## src/rtl/pkt_pkg.sv

```systemverilog
// Shared constants, state encodings and helpers for the sensor-link packet receiver.
package pkt_pkg;

    localparam logic [7:0] SYNC_BYTE_DEF  = 8'hA5;
    localparam int         NUM_CH_DEF     = 6;
    localparam int         PKT_DATA_BYTES = 2 * NUM_CH_DEF;

    typedef enum logic [2:0] {
        IDLE      = 3'd0,
        START     = 3'd1,
        DATA      = 3'd2,
        STOP      = 3'd3,
        WAIT_HIGH = 3'd4
    } byte_state_t;

    typedef enum logic [1:0] {
        P_SYNC = 2'd0,
        P_DATA = 2'd1,
        P_CHK  = 2'd2
    } pkt_state_t;

    // Bit period rounded to the nearest whole clock
    function automatic int clks_per_bit(input int clk_freq, input int baud);
        return (clk_freq + baud / 2) / baud;
    endfunction

    function automatic logic [7:0] chk_step(input logic [7:0] acc, input logic [7:0] b);
        return acc ^ b;
    endfunction

endpackage

```

## src/rtl/uart_rx.sv

```systemverilog
// UART byte receiver: 2-FF synchronizer, start-bit validation, MSB-first
// data shift and stop-bit check with recovery after a framing error.
module uart_rx
    import pkt_pkg::*;
#(
    parameter int CLK_FREQ = 18_750_000,
    parameter int BAUDRATE = 115200
) (
    input  logic       clk,
    input  logic       rst,
    input  logic       rx,
    output logic [7:0] byte_data,
    output logic       byte_valid,
    output logic       frame_err,
    output logic       busy
);

    localparam int CPB   = clks_per_bit(CLK_FREQ, BAUDRATE);
    localparam int HALF  = CPB / 2;
    localparam int CNT_W = $clog2(CPB);
    localparam logic [CNT_W-1:0] CNT_BIT  = CNT_W'(CPB - 1);
    localparam logic [CNT_W-1:0] CNT_HALF = CNT_W'(HALF - 1);
    localparam logic [CNT_W-1:0] CNT_ONE  = CNT_W'(1);
    localparam logic [CNT_W-1:0] CNT_ZERO = CNT_W'(0);

    logic             rx_meta_r;
    logic             rx_sync_r;
    logic             rx_prev_r;
    byte_state_t      state_r;
    logic [CNT_W-1:0] cnt_r;
    logic [2:0]       bit_cnt_r;
    logic [7:0]       shreg_r;
    logic [7:0]       byte_data_r;
    logic             byte_valid_r;
    logic             frame_err_r;
    logic             busy_r;

    // Synchronizer resets low so a line held low across reset never looks like a start edge
    always_ff @(posedge clk or posedge rst) begin
        if (rst) begin
            rx_meta_r <= 1'b0;
            rx_sync_r <= 1'b0;
            rx_prev_r <= 1'b0;
        end else begin
            rx_meta_r <= rx;
            rx_sync_r <= rx_meta_r;
            rx_prev_r <= rx_sync_r;
        end
    end

    // Byte FSM: times bit periods from the falling edge and samples at mid-bit
    always_ff @(posedge clk or posedge rst) begin
        if (rst) begin
            state_r      <= IDLE;
            cnt_r        <= CNT_ZERO;
            bit_cnt_r    <= 3'd0;
            shreg_r      <= 8'h00;
            byte_data_r  <= 8'h00;
            byte_valid_r <= 1'b0;
            frame_err_r  <= 1'b0;
            busy_r       <= 1'b0;
        end else begin
            byte_valid_r <= 1'b0;
            frame_err_r  <= 1'b0;
            case (state_r)
                IDLE: begin
                    cnt_r <= CNT_ZERO;
                    if (rx_prev_r && !rx_sync_r) begin
                        state_r <= START;
                        busy_r  <= 1'b1;
                    end else begin
                        busy_r  <= 1'b0;
                    end
                end
                START: begin
                    if (cnt_r == CNT_HALF) begin
                        cnt_r     <= CNT_ZERO;
                        bit_cnt_r <= 3'd0;
                        if (!rx_sync_r) begin
                            state_r <= DATA;
                        end else begin
                            state_r <= IDLE;
                            busy_r  <= 1'b0;
                        end
                    end else begin
                        cnt_r <= cnt_r + CNT_ONE;
                    end
                end
                DATA: begin
                    if (cnt_r == CNT_BIT) begin
                        cnt_r     <= CNT_ZERO;
                        shreg_r   <= {shreg_r[6:0], rx_sync_r};
                        bit_cnt_r <= bit_cnt_r + 3'd1;
                        if (bit_cnt_r == 3'd7) begin
                            state_r <= STOP;
                        end
                    end else begin
                        cnt_r <= cnt_r + CNT_ONE;
                    end
                end
                STOP: begin
                    if (cnt_r == CNT_BIT) begin
                        cnt_r <= CNT_ZERO;
                        if (rx_sync_r) begin
                            byte_data_r  <= shreg_r;
                            byte_valid_r <= 1'b1;
                            state_r      <= IDLE;
                            busy_r       <= 1'b0;
                        end else begin
                            frame_err_r <= 1'b1;
                            state_r     <= WAIT_HIGH;
                        end
                    end else begin
                        cnt_r <= cnt_r + CNT_ONE;
                    end
                end
                WAIT_HIGH: begin
                    cnt_r <= CNT_ZERO;
                    if (rx_sync_r) begin
                        state_r <= IDLE;
                        busy_r  <= 1'b0;
                    end
                end
                default: begin
                    state_r <= IDLE;
                    cnt_r   <= CNT_ZERO;
                    busy_r  <= 1'b0;
                end
            endcase
        end
    end

    assign byte_data  = byte_data_r;
    assign byte_valid = byte_valid_r;
    assign frame_err  = frame_err_r;
    assign busy       = busy_r;

endmodule

```

## src/rtl/packet_rx.sv

```systemverilog
// Sensor-link receive end: reassembles sync + 12 data bytes + XOR checksum
// into six 16-bit channels, with checksum, framing and inter-byte timeout checks.
module packet_rx
    import pkt_pkg::*;
#(
    parameter int         CLK_FREQ     = 18_750_000,
    parameter int         BAUDRATE     = 115200,
    parameter int         WIDTH        = 16,
    parameter int         NUM_CH       = NUM_CH_DEF,
    parameter logic [7:0] SYNC_BYTE    = SYNC_BYTE_DEF,
    parameter int         TIMEOUT_BITS = 20
) (
    input  logic                      clk,
    input  logic                      rst,
    input  logic                      rx,
    output logic [NUM_CH*WIDTH-1:0]   data_out,
    output logic                      data_valid,
    output logic                      chk_err,
    output logic                      frame_err,
    output logic                      timeout
);

    localparam int NBYTES   = 2 * NUM_CH;
    localparam int IDX_W    = $clog2(NBYTES);
    localparam int TO_LIMIT = TIMEOUT_BITS * clks_per_bit(CLK_FREQ, BAUDRATE);
    localparam int TO_W     = $clog2(TO_LIMIT);
    localparam logic [IDX_W-1:0] IDX_LAST = IDX_W'(NBYTES - 1);
    localparam logic [IDX_W-1:0] IDX_ONE  = IDX_W'(1);
    localparam logic [IDX_W-1:0] IDX_ZERO = IDX_W'(0);
    localparam logic [TO_W-1:0]  TO_LAST  = TO_W'(TO_LIMIT - 1);
    localparam logic [TO_W-1:0]  TO_ONE   = TO_W'(1);
    localparam logic [TO_W-1:0]  TO_ZERO  = TO_W'(0);

    logic [7:0]              u_byte_data_s;
    logic                    u_byte_valid_s;
    logic                    u_frame_err_s;
    logic                    u_busy_s;

    pkt_state_t              state_r;
    logic [IDX_W-1:0]        idx_r;
    logic [7:0]              chk_r;
    logic [TO_W-1:0]         idle_cnt_r;
    logic [7:0]              buffer_r [NBYTES];
    logic [NUM_CH*WIDTH-1:0] buffer_flat_s;
    logic [NUM_CH*WIDTH-1:0] data_out_r;
    logic                    data_valid_r;
    logic                    chk_err_r;
    logic                    timeout_r;

    uart_rx #(
        .CLK_FREQ (CLK_FREQ),
        .BAUDRATE (BAUDRATE)
    ) u_uart_rx (
        .clk        (clk),
        .rst        (rst),
        .rx         (rx),
        .byte_data  (u_byte_data_s),
        .byte_valid (u_byte_valid_s),
        .frame_err  (u_frame_err_s),
        .busy       (u_busy_s)
    );

    // Buffer is in wire order: each channel arrives high byte first
    always_comb begin
        buffer_flat_s = {(NUM_CH*WIDTH){1'b0}};
        for (int k = 0; k < NUM_CH; k++) begin
            buffer_flat_s[k*WIDTH +: WIDTH] = {buffer_r[2*k], buffer_r[2*k+1]};
        end
    end

    // Packet FSM, payload buffer, running checksum and inter-byte idle counter
    always_ff @(posedge clk or posedge rst) begin
        if (rst) begin
            state_r      <= P_SYNC;
            idx_r        <= IDX_ZERO;
            chk_r        <= 8'h00;
            idle_cnt_r   <= TO_ZERO;
            data_out_r   <= {(NUM_CH*WIDTH){1'b0}};
            data_valid_r <= 1'b0;
            chk_err_r    <= 1'b0;
            timeout_r    <= 1'b0;
            for (int i = 0; i < NBYTES; i++) begin
                buffer_r[i] <= 8'h00;
            end
        end else begin
            data_valid_r <= 1'b0;
            chk_err_r    <= 1'b0;
            timeout_r    <= 1'b0;
            if (u_frame_err_s) begin
                state_r    <= P_SYNC;
                idle_cnt_r <= TO_ZERO;
            end else if (u_byte_valid_s) begin
                idle_cnt_r <= TO_ZERO;
                case (state_r)
                    P_SYNC: begin
                        if (u_byte_data_s == SYNC_BYTE) begin
                            state_r <= P_DATA;
                            idx_r   <= IDX_ZERO;
                            chk_r   <= 8'h00;
                        end
                    end
                    P_DATA: begin
                        buffer_r[idx_r] <= u_byte_data_s;
                        chk_r           <= chk_step(chk_r, u_byte_data_s);
                        if (idx_r == IDX_LAST) begin
                            state_r <= P_CHK;
                        end else begin
                            idx_r <= idx_r + IDX_ONE;
                        end
                    end
                    P_CHK: begin
                        if (u_byte_data_s == chk_r) begin
                            data_out_r   <= buffer_flat_s;
                            data_valid_r <= 1'b1;
                        end else begin
                            chk_err_r <= 1'b1;
                        end
                        state_r <= P_SYNC;
                    end
                    default: state_r <= P_SYNC;
                endcase
            end else if ((state_r != P_SYNC) && !u_busy_s) begin
                if (idle_cnt_r == TO_LAST) begin
                    timeout_r  <= 1'b1;
                    state_r    <= P_SYNC;
                    idle_cnt_r <= TO_ZERO;
                end else begin
                    idle_cnt_r <= idle_cnt_r + TO_ONE;
                end
            end else begin
                idle_cnt_r <= TO_ZERO;
            end
        end
    end

    assign data_out   = data_out_r;
    assign data_valid = data_valid_r;
    assign chk_err    = chk_err_r;
    assign frame_err  = u_frame_err_s;
    assign timeout    = timeout_r;

endmodule

```

## config.mk

```make
export PLATFORM = sky130hd
export DESIGN_NAME = packet_rx
export DESIGN_NICKNAME = d
export VERILOG_FILES = /design/src/rtl/pkt_pkg.sv /design/src/rtl/uart_rx.sv /design/src/rtl/packet_rx.sv
export SDC_FILE = /design/constraint.sdc
export NUM_CORES = 1
export LEC_CHECK = 0
export ABC_AREA = 1
export CAP_MARGIN = 20
export CORE_UTILIZATION = 51
export DETAILED_ROUTE_END_ITERATION = 6
export HOLD_SLACK_MARGIN = 0.12
export PLACE_DENSITY = 0.78
export SYNTH_ARGS = -nofsm -noshare
export SYNTH_HDL_FRONTEND = slang
export SYNTH_SLANG_ARGS = --single-unit
```

## constraint.sdc

```tcl
create_clock -name clk -period 15.9 [get_ports clk]
set_clock_uncertainty 0.05 [all_clocks]
set_input_delay 4.77 -clock clk [delete_from_list [all_inputs] [get_ports clk]]
set_output_delay 4.77 -clock clk [all_outputs]
set_load 0.01 [all_outputs]
```

==> results_dict.tcl <==
set metrics [dict create \
    arrival_ps 1470 \
    first_iter_violations 675 \
    p_int_mw 1.055 \
    start_kind "flip-flop" \
    postSynthCellCount 1162 \
    initial_utilization_pct 52.60 \
    yosys.area.top_type "dfrtp_1" \
    tightest_slew_ps 1057 \
    crit_type "flip-flop to output pin" \
    io_pins 103 \
    cts_tree "built" \
    ctsResizeCount 0 \
    sequentialPowerShare_pct 49.5 \
    synth_warnings 0 \
    die_w_um 147.2 \
    worstPathMaxFanout 2 \
    r2r_start "u_uart_rx.byte_data[1]$_DFFE_PP0P_" \
    place_congestion 0.8026 \
    rows 52 \
    finalSetupTns_ps 0 \
    ys_ff_latch 257 \
    dr.max_layer_used "met4" \
    post-dp-hpwl_um 13880 \
    critPathLaunch "data_out[80]$_DFFE_PP0P_" \
    cpMaxStageDelayCell "clkdlybuf4s50_1" \
    critical-path-top-delay-family "buffers and inverters" \
    p_sw_share_pct 22.35 \
    synthesis.nets 1175 \
    fp.dieH_um 147.2 \
    num_vias 8151 \
    cts_root_buf "clkbuf_16" \
    hold_violations 0 \
    combPwrFrac_pct 5.5 \
    wl_per_cell_um 15.18 \
    vias_per_cell 5.370 \
    fillCellCount 1694 \
    period_share_pct 39.56 \
    dr_wl_met3_um 1155 \
    slowest_delay_ps 560 \
    post-place-ws_ps 9004 \
    synth_edf_count 0 \
    post-synth-top-area-fraction_pct 59.85 \
    clk_pin_slew_ps 60 \
    h-tree-depth 1 \
    insertion_delay_ps 510 \
    numPortBuffers 102 \
    hold_path.class "flip-flop to flip-flop" \
    antenna_found_initial 0 \
    clock_sinks 257 \
    p_per_area_nw_per_um2 106.9 \
    fin_ws_ps 9609 \
    synth.most_common_cell "nand2_1" \
    nNetsFinal 1245 \
    routed-wl-met2_um 11210 \
    grt_pass1_wl_um 38470 \
    crit_chain "clkdlybuf4s50_1" \
    setup_violations 0 \
    drc 0 \
    p_leak_nw 6.074 \
    crit_buf_inv 1 \
    gr-total-overflow 0 \
    power.switching_mw 0.3036 \
    status "completed" \
    min_from "u_uart_rx.rx_meta_r$_DFF_PP0_" \
    grt_max_degree 114 \
    grt_use_total_pct 21.89 \
    numCtsBuffers 25 \
    ir_worst_vdd_uv 76.84 \
    end_kind "output pin" \
    netlist_area_um2 10750 \
    n_antenna_cell 0 \
    grt_pass1_vias 7619 \
    post_cts_buffers 0 \
    seq_area_frac_synth_pct 59.85 \
    synth-async-reset-ratio_pct 100.0 \
    dieArea_um2 21650 \
    synth_area_leaders "dfrtp_1 60%, nand2_1 14%, nand4_1 6.1%, o21ai_0 5.2%, inv_1 2.2%" \
    cts_buffer_depth 3 \
    cts_hold_buf 0 \
    met1Wirelength_um 10210 \
    coreArea_um2 20430 \
    detail-route-antenna-nets 0 \
    finalWirelength_um 23040 \
    drive_above_1_share_pct 5.769 \
    min_period_ps 6291 \
    rsz0062_at_grt "false" \
    worstPathRequired_ps 11080 \
    area_delta_synth_final_pct 18.22 \
    synth.distinct_cells 26 \
    p_clk_share_pct 45.0 \
    dr.pass1.iters 4 \
    relSlewSlack_pct 29.51 \
    fmax_mhz 159.0 \
    drv_slew 0 \
    avgSynthCellArea_um2 9.247 \
    yosys-top-cells-count "409 x nand2_1, 257 x dfrtp_1, 112 x o21ai_0" \
    ys.flop_type "dfrtp_1" \
    r2r_setup_slack_ps 13320 \
    maxCapViolCount 0 \
]
[cells by family after synthesis]
group / count (synthesis) / share of synthesized area (%)
compound gates: 137 / 6.439
simple gates: 615 / 26.21
fa+ha+maj: 10 / 1.164
buf+inv: 133 / 5.519
xor+xnor: 10 / 0.8151
flops: 257 / 59.85
[power groups by stage]
stage / logic, mW / clock network, mW / registers, mW
4_1_cts: 0.0758 / 0.619 / 0.672
6_report: 0.0745 / 0.611 / 0.672
2_1_floorplan: 0.0595 / 0 / 0.682
3_5_place_dp: 0.0754 / 0 / 0.684
3_3_place_gp: 0.0729 / 0 / 0.683
5_1_grt: 0.0869 / 0.645 / 0.673
[placed cells by master (no fill, tap or decap), drive strengths merged]
| master | Yosys | final |
|---|---|---|
| a21boi | 1 | 1 |
| a21oi | 8 | 8 |
| a31o | 1 | 1 |
| buf | 30 | 7 |
| bufinv | 0 | 4 |
| clkbuf | 36 | 32 |
| clkdlybuf4s50 | 0 | 102 |
| clkinv | 0 | 7 |
| dfrtp | 257 | 257 |
| ha | 10 | 10 |
| inv | 67 | 67 |
| nand2 | 410 | 410 |
| nand3 | 26 | 26 |
| nand3b | 2 | 2 |
| nand4 | 113 | 113 |
| nor2 | 50 | 50 |
| nor3 | 11 | 11 |
| o21ai | 127 | 127 |
| or2 | 3 | 3 |
| xnor2 | 10 | 10 |
[stage by stage]
stage	utilization, %	power (mW)	hold WS, ps	area (um^2)	std cells
3_5_place_dp	58.02	0.7595	293.6	11850	1475
5_1_grt	62.18	1.405	311.0	12700	1518
6_report	62.18	1.358	303.4	12700	1518
3_3_place_gp	57.92	0.7564	287.1	11830	1474
2_1_floorplan	-	0.7416	281.2	10750	1162
4_1_cts	62.18	1.367	307.0	12700	1518
[registers in the layout, summed over array words and instances (netlist names)]
register / cells
buffer_flat_s: 96
data_out: 96
idle_cnt_r: 12
chk_r: 8
u_uart_rx.byte_data: 8
u_uart_rx.cnt_r: 8
u_uart_rx.shreg_r: 8
idx_r: 4
u_uart_rx.bit_cnt_r: 3
u_uart_rx.state_r: 3
state_r: 2
chk_err: 1
data_valid: 1
timeout: 1
u_uart_rx.busy: 1
u_uart_rx.byte_valid: 1
u_uart_rx.frame_err: 1
u_uart_rx.rx_meta_r: 1
u_uart_rx.rx_prev_r: 1
u_uart_rx.rx_sync_r: 1
[per-layer routing]
layer / GRT usage (%) / up-vias
met5: 0 / -
met3: 3.385 / 39
li1: - / 3952
met1: 30.50 / 3946
met4: 6.237 / 0
met2: 35.75 / 214
[layout make-up]
class                      count  area (um^2)  area share, %
clock inverter                11        158.9          1.251
inverter                      67        259.0          2.039
timing repair buffer         109         1086          8.549
sequential                   257         6431          50.63
tap                          270        337.8          2.659
clock buffer                  32        691.9          5.447
multi-input combinational    772         3739          29.43
[worst paths after layout]
| path | depth (start not counted) | end |
|---|---|---|
| worst max register to register | 8 | data_out[39]$_DFFE_PP0P_ |
| worst min register to register | 0 | u_uart_rx.rx_sync_r$_DFF_PP0_ |
| worst min-delay path | 0 | u_uart_rx.rx_sync_r$_DFF_PP0_ |
| worst max-delay path | 1 | data_out[80] |
| min in group asynchronous | 2 | data_out[1]$_DFFE_PP0P_ |
| max in group asynchronous | 3 | buffer_flat_s[45]$_DFFE_PP0P_ |
Note: power is estimated with default switching activity, not from simulation.
